## src/rtl/gate_seq_pkg.sv

```systemverilog
// Shared types, constants and sizing helpers for the gate truth-table sequencer.
package gate_seq_pkg;

  typedef enum logic [1:0] {
    ST_IDLE   = 2'd0,
    ST_WAIT   = 2'd1,
    ST_SAMPLE = 2'd2,
    ST_DONE   = 2'd3
  } state_t;

  function automatic int nvec(input int n_in);
    return 32'sd1 << n_in;
  endfunction

  // Counter must hold SETTLE itself, and is never narrower than one bit.
  function automatic int cnt_w(input int settle);
    return (settle < 32'sd1) ? 32'sd1 : $clog2(settle + 32'sd1);
  endfunction

  localparam int N_IN_DEF   = 2;
  localparam int SETTLE_DEF = 1;
  localparam int NVEC       = nvec(N_IN_DEF);
  localparam int CNT_W      = cnt_w(SETTLE_DEF);

  localparam logic [3:0] TT_AND2  = 4'b1000;
  localparam logic [3:0] TT_OR2   = 4'b1110;
  localparam logic [3:0] TT_XOR2  = 4'b0110;
  localparam logic [3:0] TT_NAND2 = 4'b0111;

endpackage

```

## src/rtl/gate_tt_sequencer_settle_timer.sv

```systemverilog
// Settle-time down-counter: loads SETTLE, counts down while enabled, flags its last cycle.
module settle_timer #(
  parameter int CNT_W  = 1,
  parameter int SETTLE = 1
) (
  input  logic i_clk,
  input  logic i_rst,
  input  logic i_load,
  input  logic i_dec,
  output logic o_last
);

  logic [CNT_W-1:0] r_count;

  // Count register; stops at zero so a stray decrement cannot wrap.
  always_ff @(posedge i_clk or posedge i_rst) begin
    if (i_rst) begin
      r_count <= '0;
    end else if (i_load) begin
      r_count <= CNT_W'(SETTLE);
    end else if (i_dec && (r_count != '0)) begin
      r_count <= r_count - CNT_W'(1'b1);
    end
  end

  // The current cycle is the final settle cycle once the count is down to one.
  assign o_last = (r_count <= CNT_W'(1'b1));

endmodule

```

## src/rtl/gate_tt_sequencer.sv

```systemverilog
// Sweeps every input vector of a gate under test, compares against a latched truth table.
module gate_tt_sequencer
  import gate_seq_pkg::*;
#(
  parameter int N_IN   = 2,
  parameter int SETTLE = 1
) (
  input  logic                 i_clk,
  input  logic                 i_rst,
  input  logic                 i_start,
  input  logic                 i_abort,
  input  logic [2**N_IN-1:0]   i_exp_tt,
  input  logic                 i_gate_out,
  output logic [N_IN-1:0]      o_gate_in,
  output logic                 o_busy,
  output logic                 o_done,
  output logic                 o_pass,
  output logic [N_IN:0]        o_err_count,
  output logic [N_IN-1:0]      o_first_fail_vec,
  output logic                 o_first_fail_valid
);

  localparam int L_NVEC  = nvec(N_IN);
  localparam int L_CNT_W = cnt_w(SETTLE);

  state_t              r_state,  w_state_nx;
  logic [L_NVEC-1:0]   r_exp,    w_exp_nx;
  logic [N_IN-1:0]     r_vec,    w_vec_nx;
  logic                r_busy,   w_busy_nx;
  logic                r_done,   w_done_nx;
  logic                r_pass,   w_pass_nx;
  logic [N_IN:0]       r_err,    w_err_nx;
  logic [N_IN-1:0]     r_ffv,    w_ffv_nx;
  logic                r_ffvld,  w_ffvld_nx;
  logic                w_load;
  logic                w_dec;
  logic                w_last;
  logic                w_mismatch;

  settle_timer #(
    .CNT_W  (L_CNT_W),
    .SETTLE (SETTLE)
  ) u_timer (
    .i_clk  (i_clk),
    .i_rst  (i_rst),
    .i_load (w_load),
    .i_dec  (w_dec),
    .o_last (w_last)
  );

  assign w_mismatch = (i_gate_out != r_exp[r_vec]);

  // State and all registered outputs.
  always_ff @(posedge i_clk or posedge i_rst) begin
    if (i_rst) begin
      r_state <= ST_IDLE;
      r_exp   <= '0;
      r_vec   <= '0;
      r_busy  <= 1'b0;
      r_done  <= 1'b0;
      r_pass  <= 1'b0;
      r_err   <= '0;
      r_ffv   <= '0;
      r_ffvld <= 1'b0;
    end else begin
      r_state <= w_state_nx;
      r_exp   <= w_exp_nx;
      r_vec   <= w_vec_nx;
      r_busy  <= w_busy_nx;
      r_done  <= w_done_nx;
      r_pass  <= w_pass_nx;
      r_err   <= w_err_nx;
      r_ffv   <= w_ffv_nx;
      r_ffvld <= w_ffvld_nx;
    end
  end

  // Next-state and next-output logic; vec is zeroed whenever the sweep is not running.
  always_comb begin
    w_state_nx = r_state;
    w_exp_nx   = r_exp;
    w_vec_nx   = r_vec;
    w_busy_nx  = r_busy;
    w_done_nx  = 1'b0;
    w_pass_nx  = r_pass;
    w_err_nx   = r_err;
    w_ffv_nx   = r_ffv;
    w_ffvld_nx = r_ffvld;
    w_load     = 1'b0;
    w_dec      = 1'b0;
    case (r_state)
      ST_IDLE: begin
        if (i_start && !i_abort) begin
          w_exp_nx   = i_exp_tt;
          w_vec_nx   = '0;
          w_err_nx   = '0;
          w_ffv_nx   = '0;
          w_ffvld_nx = 1'b0;
          w_pass_nx  = 1'b0;
          w_busy_nx  = 1'b1;
          w_load     = 1'b1;
          w_state_nx = ST_WAIT;
        end else begin
          w_state_nx = ST_IDLE;
        end
      end
      ST_WAIT: begin
        if (i_abort) begin
          w_vec_nx   = '0;
          w_busy_nx  = 1'b0;
          w_state_nx = ST_IDLE;
        end else begin
          w_dec      = 1'b1;
          w_state_nx = w_last ? ST_SAMPLE : ST_WAIT;
        end
      end
      ST_SAMPLE: begin
        if (i_abort) begin
          w_vec_nx   = '0;
          w_busy_nx  = 1'b0;
          w_state_nx = ST_IDLE;
        end else begin
          if (w_mismatch) begin
            w_err_nx = r_err + (N_IN + 1)'(1'b1);
            if (!r_ffvld) begin
              w_ffv_nx   = r_vec;
              w_ffvld_nx = 1'b1;
            end else begin
              w_ffv_nx   = r_ffv;
            end
          end else begin
            w_err_nx = r_err;
          end
          if (&r_vec) begin
            w_vec_nx   = '0;
            w_busy_nx  = 1'b0;
            w_done_nx  = 1'b1;
            w_pass_nx  = (w_err_nx == '0);
            w_state_nx = ST_DONE;
          end else begin
            w_vec_nx   = r_vec + N_IN'(1'b1);
            w_load     = 1'b1;
            w_state_nx = ST_WAIT;
          end
        end
      end
      ST_DONE: begin
        w_state_nx = ST_IDLE;
      end
      default: begin
        w_vec_nx   = '0;
        w_busy_nx  = 1'b0;
        w_state_nx = ST_IDLE;
      end
    endcase
  end

  assign o_gate_in          = r_vec;
  assign o_busy             = r_busy;
  assign o_done             = r_done;
  assign o_pass             = r_pass;
  assign o_err_count        = r_err;
  assign o_first_fail_vec   = r_ffv;
  assign o_first_fail_valid = r_ffvld;

endmodule

```

## config.mk

```make
export PLATFORM = sky130hd
export DESIGN_NAME = gate_tt_sequencer
export DESIGN_NICKNAME = d
export VERILOG_FILES = /design/src/rtl/gate_seq_pkg.sv /design/src/rtl/gate_tt_sequencer_settle_timer.sv /design/src/rtl/gate_tt_sequencer.sv
export SDC_FILE = /design/constraint.sdc
export NUM_CORES = 1
export LEC_CHECK = 0
export CELL_PAD_IN_SITES_DETAIL_PLACEMENT = 0
export CELL_PAD_IN_SITES_GLOBAL_PLACEMENT = 2
export CORE_AREA = 4 4 61 63
export CTS_CLUSTER_DIAMETER = 60
export DETAILED_ROUTE_END_ITERATION = 10
export DIE_AREA = 0 0 65 67
export PLACE_DENSITY_LB_ADDON = 0.1
export SLEW_MARGIN = 10
export SYNTH_ARGS = -nofsm -noshare
export SYNTH_HDL_FRONTEND = slang
export SYNTH_SLANG_ARGS = --single-unit
```

## constraint.sdc

```tcl
create_clock -name i_clk -period 2.22 [get_ports i_clk]
set_input_delay 0.666 -clock i_clk [delete_from_list [all_inputs] [get_ports i_clk]]
set_output_delay 0.666 -clock i_clk [all_outputs]
set_load 0.01 [all_outputs]
```

==> summary.md, run 1 <==
The critical path in this run is classified as register to output port. The clock buffer count from CTS is 3. The worst register-to-register path begins at o_gate_in[0]$_DFFE_PP0P_. After routing the design area is 0.00133 sq mm.

The worst setup path is captured at an output port. STA puts the critical path data arrival time at 1330 ps. Global-route usage over all layers: 12.1%. The layer flagged by global routing as most heavily used is met2. The launch point of the worst hold path is r_exp[2]$_DFFE_PP0P_. A synthesized cell averages 10.9 sq um.

The placed instances occupy a cell area of 0.00130 sq mm. The root buffer cell chosen for the clock tree is sky130_fd_sc_hd__clkbuf_4. The first routing iteration left 20 violations. During I/O placement, the number of pins put on the boundary was 20. Clock tree synthesis found a total of 17 sinks. The count of hold-fix buffers inserted at cts is 0, and the sequential element share of the synthesized area is 42.4%. Relative to the synthesized area, the layout overhead comes to 32.6%.

The number of different library cells used by synthesis comes to 33. Pin count of the biggest net entering global routing: 18. Met3 track demand over resource: 2.70%.

For the final standard cell utilization of the core, the log shows 41.1%. Count of port buffers added during placement: 19. Cell with the largest stage delay on the worst path: sky130_fd_sc_hd__clkdlybuf4s50_1.

The number of failing hold endpoints at the final stage is 0, and the buffer and inverter count on the worst path is 1. When the netlist entered floorplanning its net count stood at 108. Measured along the x axis, the die boundary spans 65 um. The logs give 0 for the number of antenna violations at the first check in global routing and 3.39 ps for the post-route clock skew. For this run, the number of Yosys warnings is 0. The count of H-tree levels built during CTS was 1; the post-synthesis instance total was 92.

Dividing total power by cell area gives a power density of 490 mW/mm^2. The CTS clock-pin slew for the worst setup and hold paths works out to 100 ps. The count of instances resized after the clock tree is built came out at 0. TritonCTS built the clock tree. The logs give 0 for the count of buffers added by post-CTS timing repair for setup and 806 for the total via count after detailed routing. The logs give 16.0% for the global-route track usage on met1 and 21 for the number of core rows. The path category of the worst min-delay check was register to register. The max-slew violation count was 0; the number of routed nets with antenna violations was 0. Setup violations remaining at the end of the flow were counted as 0. The run gives 425 sq um as the register cell area after layout. The logs give 543 sq um for the multi-input logic area and 823 for the number of global-route vias before repair.

Relative max-transition margin: 77.5%. After routing, the total negative slack on setup checks comes to 0 ps. Detailed-route wire length per cell: 13.7 um. For the pin with the worst max-slew slack, the measured transition is 336 ps. Timing would allow up to 0.501 GHz.

In this run the worst setup path begins at o_gate_in[0]$_DFFE_PP0P_. The total of flip-flops plus latches after synthesis is 17, and the starting density of the core is 31.0%. The worst stage delay on the critical path was 580 ps; the placed wire-length estimate was 1820 um. Fill cells in the final layout number 331. In the routed layout, each cell is associated on average with a via count of 4.80. In the final layout, the share of cells above drive strength 1 is 17.2%. Walking the worst path, the cells encountered are clkdlybuf4s50_1. The run finished with clean final reports. The minimum clock period after layout is 1990 ps, and the final weighted congestion of routability-driven global placement is 0.750. For met2 alone, demand over resource in global routing was 18.5%.

Max-cap violations in this run came to 0. The post-layout net count was 139. Part of the cycle the worst path needs: 89.9%. The area share of the leading cell type in the synthesized netlist is 42.4%.

The die covers 0.00436 sq mm. The type of element launching the critical path is a register. The clock reaches the later pin of the worst-skew pair after 290 ps. The number of antenna diodes in the final layout is 0. The first detailed-routing pass ran for 3 iterations.

The first global-routing pass estimated 3970 um of wire. The total design power was 0.652 mW. In this run the worst path has a maximum fanout of 4. From bottom edge to top edge, the die measures 67 um.

In the routed design, unresolved DRC markers number 0. The total area inside the core boundary comes to 0.00323 sq mm. In this run the deepest clock path goes through 2 buffers.

IR analysis of the VDD net gives a maximum drop of 0.232 mV. The cell area that synthesis handed to floorplanning was 0.00100 sq mm. The largest total area in the synthesized netlist belongs to sky130_fd_sc_hd__dfrtp_1. Setup repair after global routing left no endpoint under its margin. The tools report the final wirelength as 2300 um. After global routing the overflow that remains totals 0. STA puts the critical path data required time at 1550 ps. The leakage power was 0.583 nW. In this design, the largest share of critical-path delay is due to buffers and inverters.

By area the synthesized netlist is led by sky130_fd_sc_hd__dfrtp_1, sky130_fd_sc_hd__ha_1, sky130_fd_sc_hd__mux2i_1, sky130_fd_sc_hd__mux2_2, sky130_fd_sc_hd__nand3_1.
## layout make-up
class	instances	share of cell area, %
Inverter	5	1.41
Tap cell	46	4.33
Multi-Input combinational cell	68	40.9
Timing Repair Buffer	28	19.4
Sequential cell	17	32.0
Clock buffer	4	1.98
## placed cells by master, fill, tap and decap left out, types with 2 or more instances in the layout
| cell type | synthesis | routed |
|---|---|---|
| sky130_fd_sc_hd__dfrtp_1 | 17 | 17 |
| sky130_fd_sc_hd__nand2b_1 | 3 | 3 |
| sky130_fd_sc_hd__nor2_1 | 6 | 6 |
| sky130_fd_sc_hd__o41ai_1 | 2 | 2 |
| sky130_fd_sc_hd__nand3_1 | 7 | 7 |
| sky130_fd_sc_hd__clkbuf_4 | 0 | 3 |
| sky130_fd_sc_hd__mux2i_1 | 7 | 7 |
| sky130_fd_sc_hd__mux2_2 | 5 | 5 |
| sky130_fd_sc_hd__ha_1 | 7 | 7 |
| sky130_fd_sc_hd__nand4_1 | 2 | 2 |
| sky130_fd_sc_hd__clkdlybuf4s50_1 | 0 | 19 |
| sky130_fd_sc_hd__a21oi_1 | 2 | 2 |
| sky130_fd_sc_hd__buf_4 | 0 | 9 |
| sky130_fd_sc_hd__nor2b_1 | 3 | 3 |
| sky130_fd_sc_hd__o21ai_0 | 3 | 3 |
| sky130_fd_sc_hd__inv_1 | 5 | 5 |
| sky130_fd_sc_hd__nand2_1 | 3 | 3 |
| sky130_fd_sc_hd__o221ai_1 | 2 | 2 |
## routing by layer
layer,share of wire (%),vias to the layer above
met2,46,14
met3,3.9,2
met4,0.70,0
met1,49,383
met5,0,-
li1,-,407
## cell usage after synthesis
cell,n
sky130_fd_sc_hd__a21oi_1,2
sky130_fd_sc_hd__nand4_1,2
sky130_fd_sc_hd__mux2_2,5
sky130_fd_sc_hd__ha_1,7
sky130_fd_sc_hd__a22o_1,1
sky130_fd_sc_hd__o221ai_1,2
sky130_fd_sc_hd__nor2_1,6
sky130_fd_sc_hd__nor3b_1,1
sky130_fd_sc_hd__mux2i_1,7
sky130_fd_sc_hd__a21boi_0,1
sky130_fd_sc_hd__buf_6,1
sky130_fd_sc_hd__o41ai_1,2
sky130_fd_sc_hd__nand2b_1,3
sky130_fd_sc_hd__clkbuf_1,1
sky130_fd_sc_hd__a221oi_1,1
sky130_fd_sc_hd__a31oi_1,1
sky130_fd_sc_hd__nor3_1,1
sky130_fd_sc_hd__o21ai_0,3
sky130_fd_sc_hd__and2_1,1
sky130_fd_sc_hd__dfrtp_1,17
sky130_fd_sc_hd__o22a_1,1
sky130_fd_sc_hd__xor2_2,1
sky130_fd_sc_hd__and4b_2,1
sky130_fd_sc_hd__nor4b_1,1
sky130_fd_sc_hd__nor2b_1,3
sky130_fd_sc_hd__inv_1,5
sky130_fd_sc_hd__mux4_2,1
sky130_fd_sc_hd__xnor2_1,1
sky130_fd_sc_hd__or2_2,1
sky130_fd_sc_hd__a32o_1,1
sky130_fd_sc_hd__nand2_1,3
sky130_fd_sc_hd__nand3b_1,1
sky130_fd_sc_hd__nand3_1,7
## stage by stage
step	hold slack, ps	std cells	setup slack, ps
floorplan	496	92	367
global placement	516	164	65.6
detailed placement	525	164	55.3
CTS	546	168	178
global route	568	168	149
finish	542	168	225
## flip-flops by register name, summed over array words and instances, names as in the netlist, 2 cells and up
| name | cells |
|---|---|
| o_first_fail_vec | 2 |
| o_err_count | 3 |
| r_exp | 4 |
| r_state | 2 |
| o_gate_in | 2 |
## cell families after synthesis
group                      synth area share, %
AOI/OAI and AO/OA                         11.0
muxes                                     14.9
DFF                                       42.4
adders and majority gates                 8.74
xor gates and xnor gates                  2.50
and+or+nand+nor                           17.1
buffers and inverters                     3.37
## worst paths after layout
kind | end | cells past startpoint | slack, ps
min in group asynchronous | o_first_fail_vec[0]$_DFFE_PP0P_ | 3 | 670
hold / removal | r_exp[2]$_DFFE_PP0P_ | 1 | 540
max in group asynchronous | o_first_fail_valid$_DFFE_PP0P_ | 3 | 1360
setup / recovery | o_gate_in[0] | 1 | 230
setup reg to reg | o_err_count[0]$_DFFE_PP0P_ | 4 | 330
hold reg to reg | r_exp[2]$_DFFE_PP0P_ | 1 | 540
## report_power, final
part / total [mW] / switching (mW) / internal, mW / leakage, nW
Clock: 0.170 / 0.101 / 0.0698 / 0.0150
Sequential: 0.341 / 0.0128 / 0.328 / 0.224
Combinational: 0.140 / 0.0659 / 0.0746 / 0.344
Total: 0.652 / 0.179 / 0.472 / 0.583
## worst reg2reg max path: stages (launching register included)
cell and delay (ps):
sky130_fd_sc_hd__dfrtp_1 460, sky130_fd_sc_hd__mux4_2 580, sky130_fd_sc_hd__xor2_2 260, sky130_fd_sc_hd__o21ai_0 190, sky130_fd_sc_hd__mux2_2 290
(Power assumes the default switching activity.)
==> run 2, diff against run 1 <==
Settings changed: MAX_ROUTING_LAYER set to met4.
==> summary.md, run 2 (synthesized netlist as in run 1, its figures left out) <==
The run finished with clean final reports. The worst hold path begins at r_exp[2]$_DFFE_PP0P_. The number of remaining DRC errors came out at 0.

The tools report the placed wire-length estimate as 1820 um. The tool flagged a number of max-cap violations equal to 0. The filler cells instantiated in the layout total 331. The buffer and inverter count on the worst path came out at 1. The number of failing hold endpoints at the final stage came out at 0.

For this design the static power due to leakage is 0.583 nW. The worst stage delay on the critical path is 580 ps, and the data arrival time of the critical path is 1330 ps. The tools report the relative max-transition margin as 77.6%. The switching power as a share of total power is 27.5%.

The library cell used most frequently in the layout, excluding fill and tap cells, is sky130_fd_sc_hd__clkdlybuf4s50_1. The cell with the largest stage delay on the worst path was sky130_fd_sc_hd__clkdlybuf4s50_1. The number of antenna diodes in the final layout is 0. The tools report the buffer type at the clock tree root as sky130_fd_sc_hd__clkbuf_4.

The run gives 0 as the number of antenna violations at the first check in global routing. The part of the cycle the worst path needs was 89.9%. The capturing instance or port of the critical path was o_gate_in[0].

The first global-routing pass estimated 4000 um of wire. The worst hold path belongs to the class register to register. The analysis attributes to net switching a power of 0.179 mW.

The top register by number of flip-flops was r_exp. In the layout the commonest cells are sky130_fd_sc_hd__clkdlybuf4s50_1, sky130_fd_sc_hd__dfrtp_1, sky130_fd_sc_hd__buf_4. Final wirelength: 2300 um.

The worst-case IR drop observed on VDD is 0.232 mV. The worst register-to-register path ends at o_err_count[0]$_DFFE_PP0P_. Across the routed clock network, the largest skew measured is 3.36 ps. The worst path in the final design needs a cycle of 2000 ps, including I/O delays and setup. The logic depth of the worst path, buffers included was 1. Clock buffer count from CTS: 3. Number of routed nets with antenna violations: 0. For the worst setup timing slack at the placement stage, the log shows 55.3 ps. The setup slack of the worst register-to-register path is 330 ps, and the global-route usage over all layers is 12.5%. The worst path meets setup with 225 ps of slack.

The run gives 0.00323 sq mm as the area of the core. Of the cells placed in the final design, the portion with a size suffix greater than 1 is 17.2%. The number of cell instances on the worst register-to-register path is 4, and the max-slew violation count is 0. For the worst-skew pair, the clock arrives at the later sink with an insertion delay of 290 ps.

Routability-driven placement finished with a final weighted congestion of 0.760. Buffers inserted to repair hold after CTS numbered 0. For this run the aggregate overflow at the end of global routing stands at 0.

The total power divided by cell area was 490 mW/mm^2. The count of instances resized after the clock tree is built was 0; the number of core rows was 21. The endpoint class of the critical path was an output port.

The iteration count of the initial detailed-routing pass is 3. The number of endpoints failing setup at the final stage is 0, and the total via count after detailed routing is 803. The count of H-tree levels built during CTS was 1; the starting density of the core was 31.0%. The area growth from synthesis to layout is 32.6%. Dividing the detail-routed wire length by the instance count gives 13.7 um.

Clock-pin slew was measured on the worst setup and hold paths at 100 ps. Data on the critical path is required at its endpoint by 1550 ps. The run gives 18 as the pin count of the biggest net entering global routing.

Setup repair after global routing left no endpoint under its margin. For the highest clock rate, the log shows 0.501 GHz. The start-to-end type of the worst setup path is register to output port. The maximum fanout along the worst path works out to 4.

The die covers 0.00436 sq mm. In this run the critical register-to-register path is launched from o_gate_in[0]$_DFFE_PP0P_. The die is 67 um tall.

The first routing iteration left 21 violations. The longest clock path from root to sink contains 2 buffers. Among cell families on the critical path, the largest total delay comes from buffers and inverters. The signal on the critical path passes through clkdlybuf4s50_1.

At the pin with the least slew margin, the transition time is 335 ps. Dividing the detail-routed via count by the number of cells gives 4.78. Type of element launching the critical path: a register. Adding up every negative setup slack in the final design gives 0 ps.

TritonCTS built the clock tree. The register with the most flip-flops in the layout has 4 of them. The most critical setup path has its startpoint at o_gate_in[0]$_DFFE_PP0P_.

20 I/O pins were placed. The tools report the sink count of the clock tree as 17. The count of buffers added by post-CTS timing repair for setup is 0, and the die boundary width is 65 um. The count of port buffers added during placement was 19; the number of global-route vias before repair was 821. The cell internal power dissipation is 0.472 mW, and the logic gate share of total power is 21.6%.

At the end of the flow, the number of nets in the layout was 139. Of the total power, registers draw 52.3%. The clock network accounts for 26.1% of the total power.
run 2: cell counts in the layout (fill, tap and decap cells not counted):
No cell type changed its count.
run 2: worst min path at each step:
stage	end	slack, ps	depth (start not counted)
2_1_floorplan	r_exp[2]$_DFFE_PP0P_	500	1
3_3_place_gp	r_exp[2]$_DFFE_PP0P_	520	1
3_5_place_dp	r_exp[2]$_DFFE_PP0P_	520	1
4_1_cts	r_exp[2]$_DFFE_PP0P_	550	1
5_1_grt	r_exp[2]$_DFFE_PP0P_	570	1
6_report	r_exp[2]$_DFFE_PP0P_	540	1
run 2: metal layers:
metal	GRT usage, %	wire (um)
met4	5.54	18
met2	18.5	1060
met1	16.4	1150
met5	-	0
met3	2.70	66
run 2: stage by stage:
| step | util [%] | hold slack, ps | instance area [sq um] | total power [mW] | std cells |
|---|---|---|---|---|---|
| 6_report | 41.1 | 542 | 1330 | 0.652 | 168 |
| 5_1_grt | 41.1 | 568 | 1330 | 0.705 | 168 |
| 4_1_cts | 41.1 | 546 | 1330 | 0.669 | 168 |
| 3_5_place_dp | 40.3 | 525 | 1300 | 0.489 | 164 |
| 3_3_place_gp | 40.3 | 516 | 1300 | 0.488 | 164 |
| 2_1_floorplan | - | 496 | 1000 | 0.423 | 92 |
run 2: area by class of cell:
class | instances | area, sq um | area share, %
Tap cell | 46 | 57.6 | 4.33
Clock buffer | 4 | 26.3 | 1.98
Timing Repair Buffer | 28 | 258 | 19.4
Multi-Input combinational cell | 68 | 543 | 40.9
Inverter | 5 | 18.8 | 1.41
Sequential cell | 17 | 425 | 32.0
run 2: power by group through the flow:
stage	Sequential, mW	Clock (mW)	Combinational [mW]
CTS	0.341	0.185	0.143
global route	0.345	0.205	0.156
detailed placement	0.348	0	0.141
floorplan	0.345	0	0.0781
global placement	0.347	0	0.141
finish	0.341	0.170	0.141
==> run 3, diff against run 2 <==
Settings changed: SKIP_CTS_REPAIR_TIMING set to 1.
==> results of run 3 <==
Same layout as run 2: the final DEF is identical, and so are final timing and power.
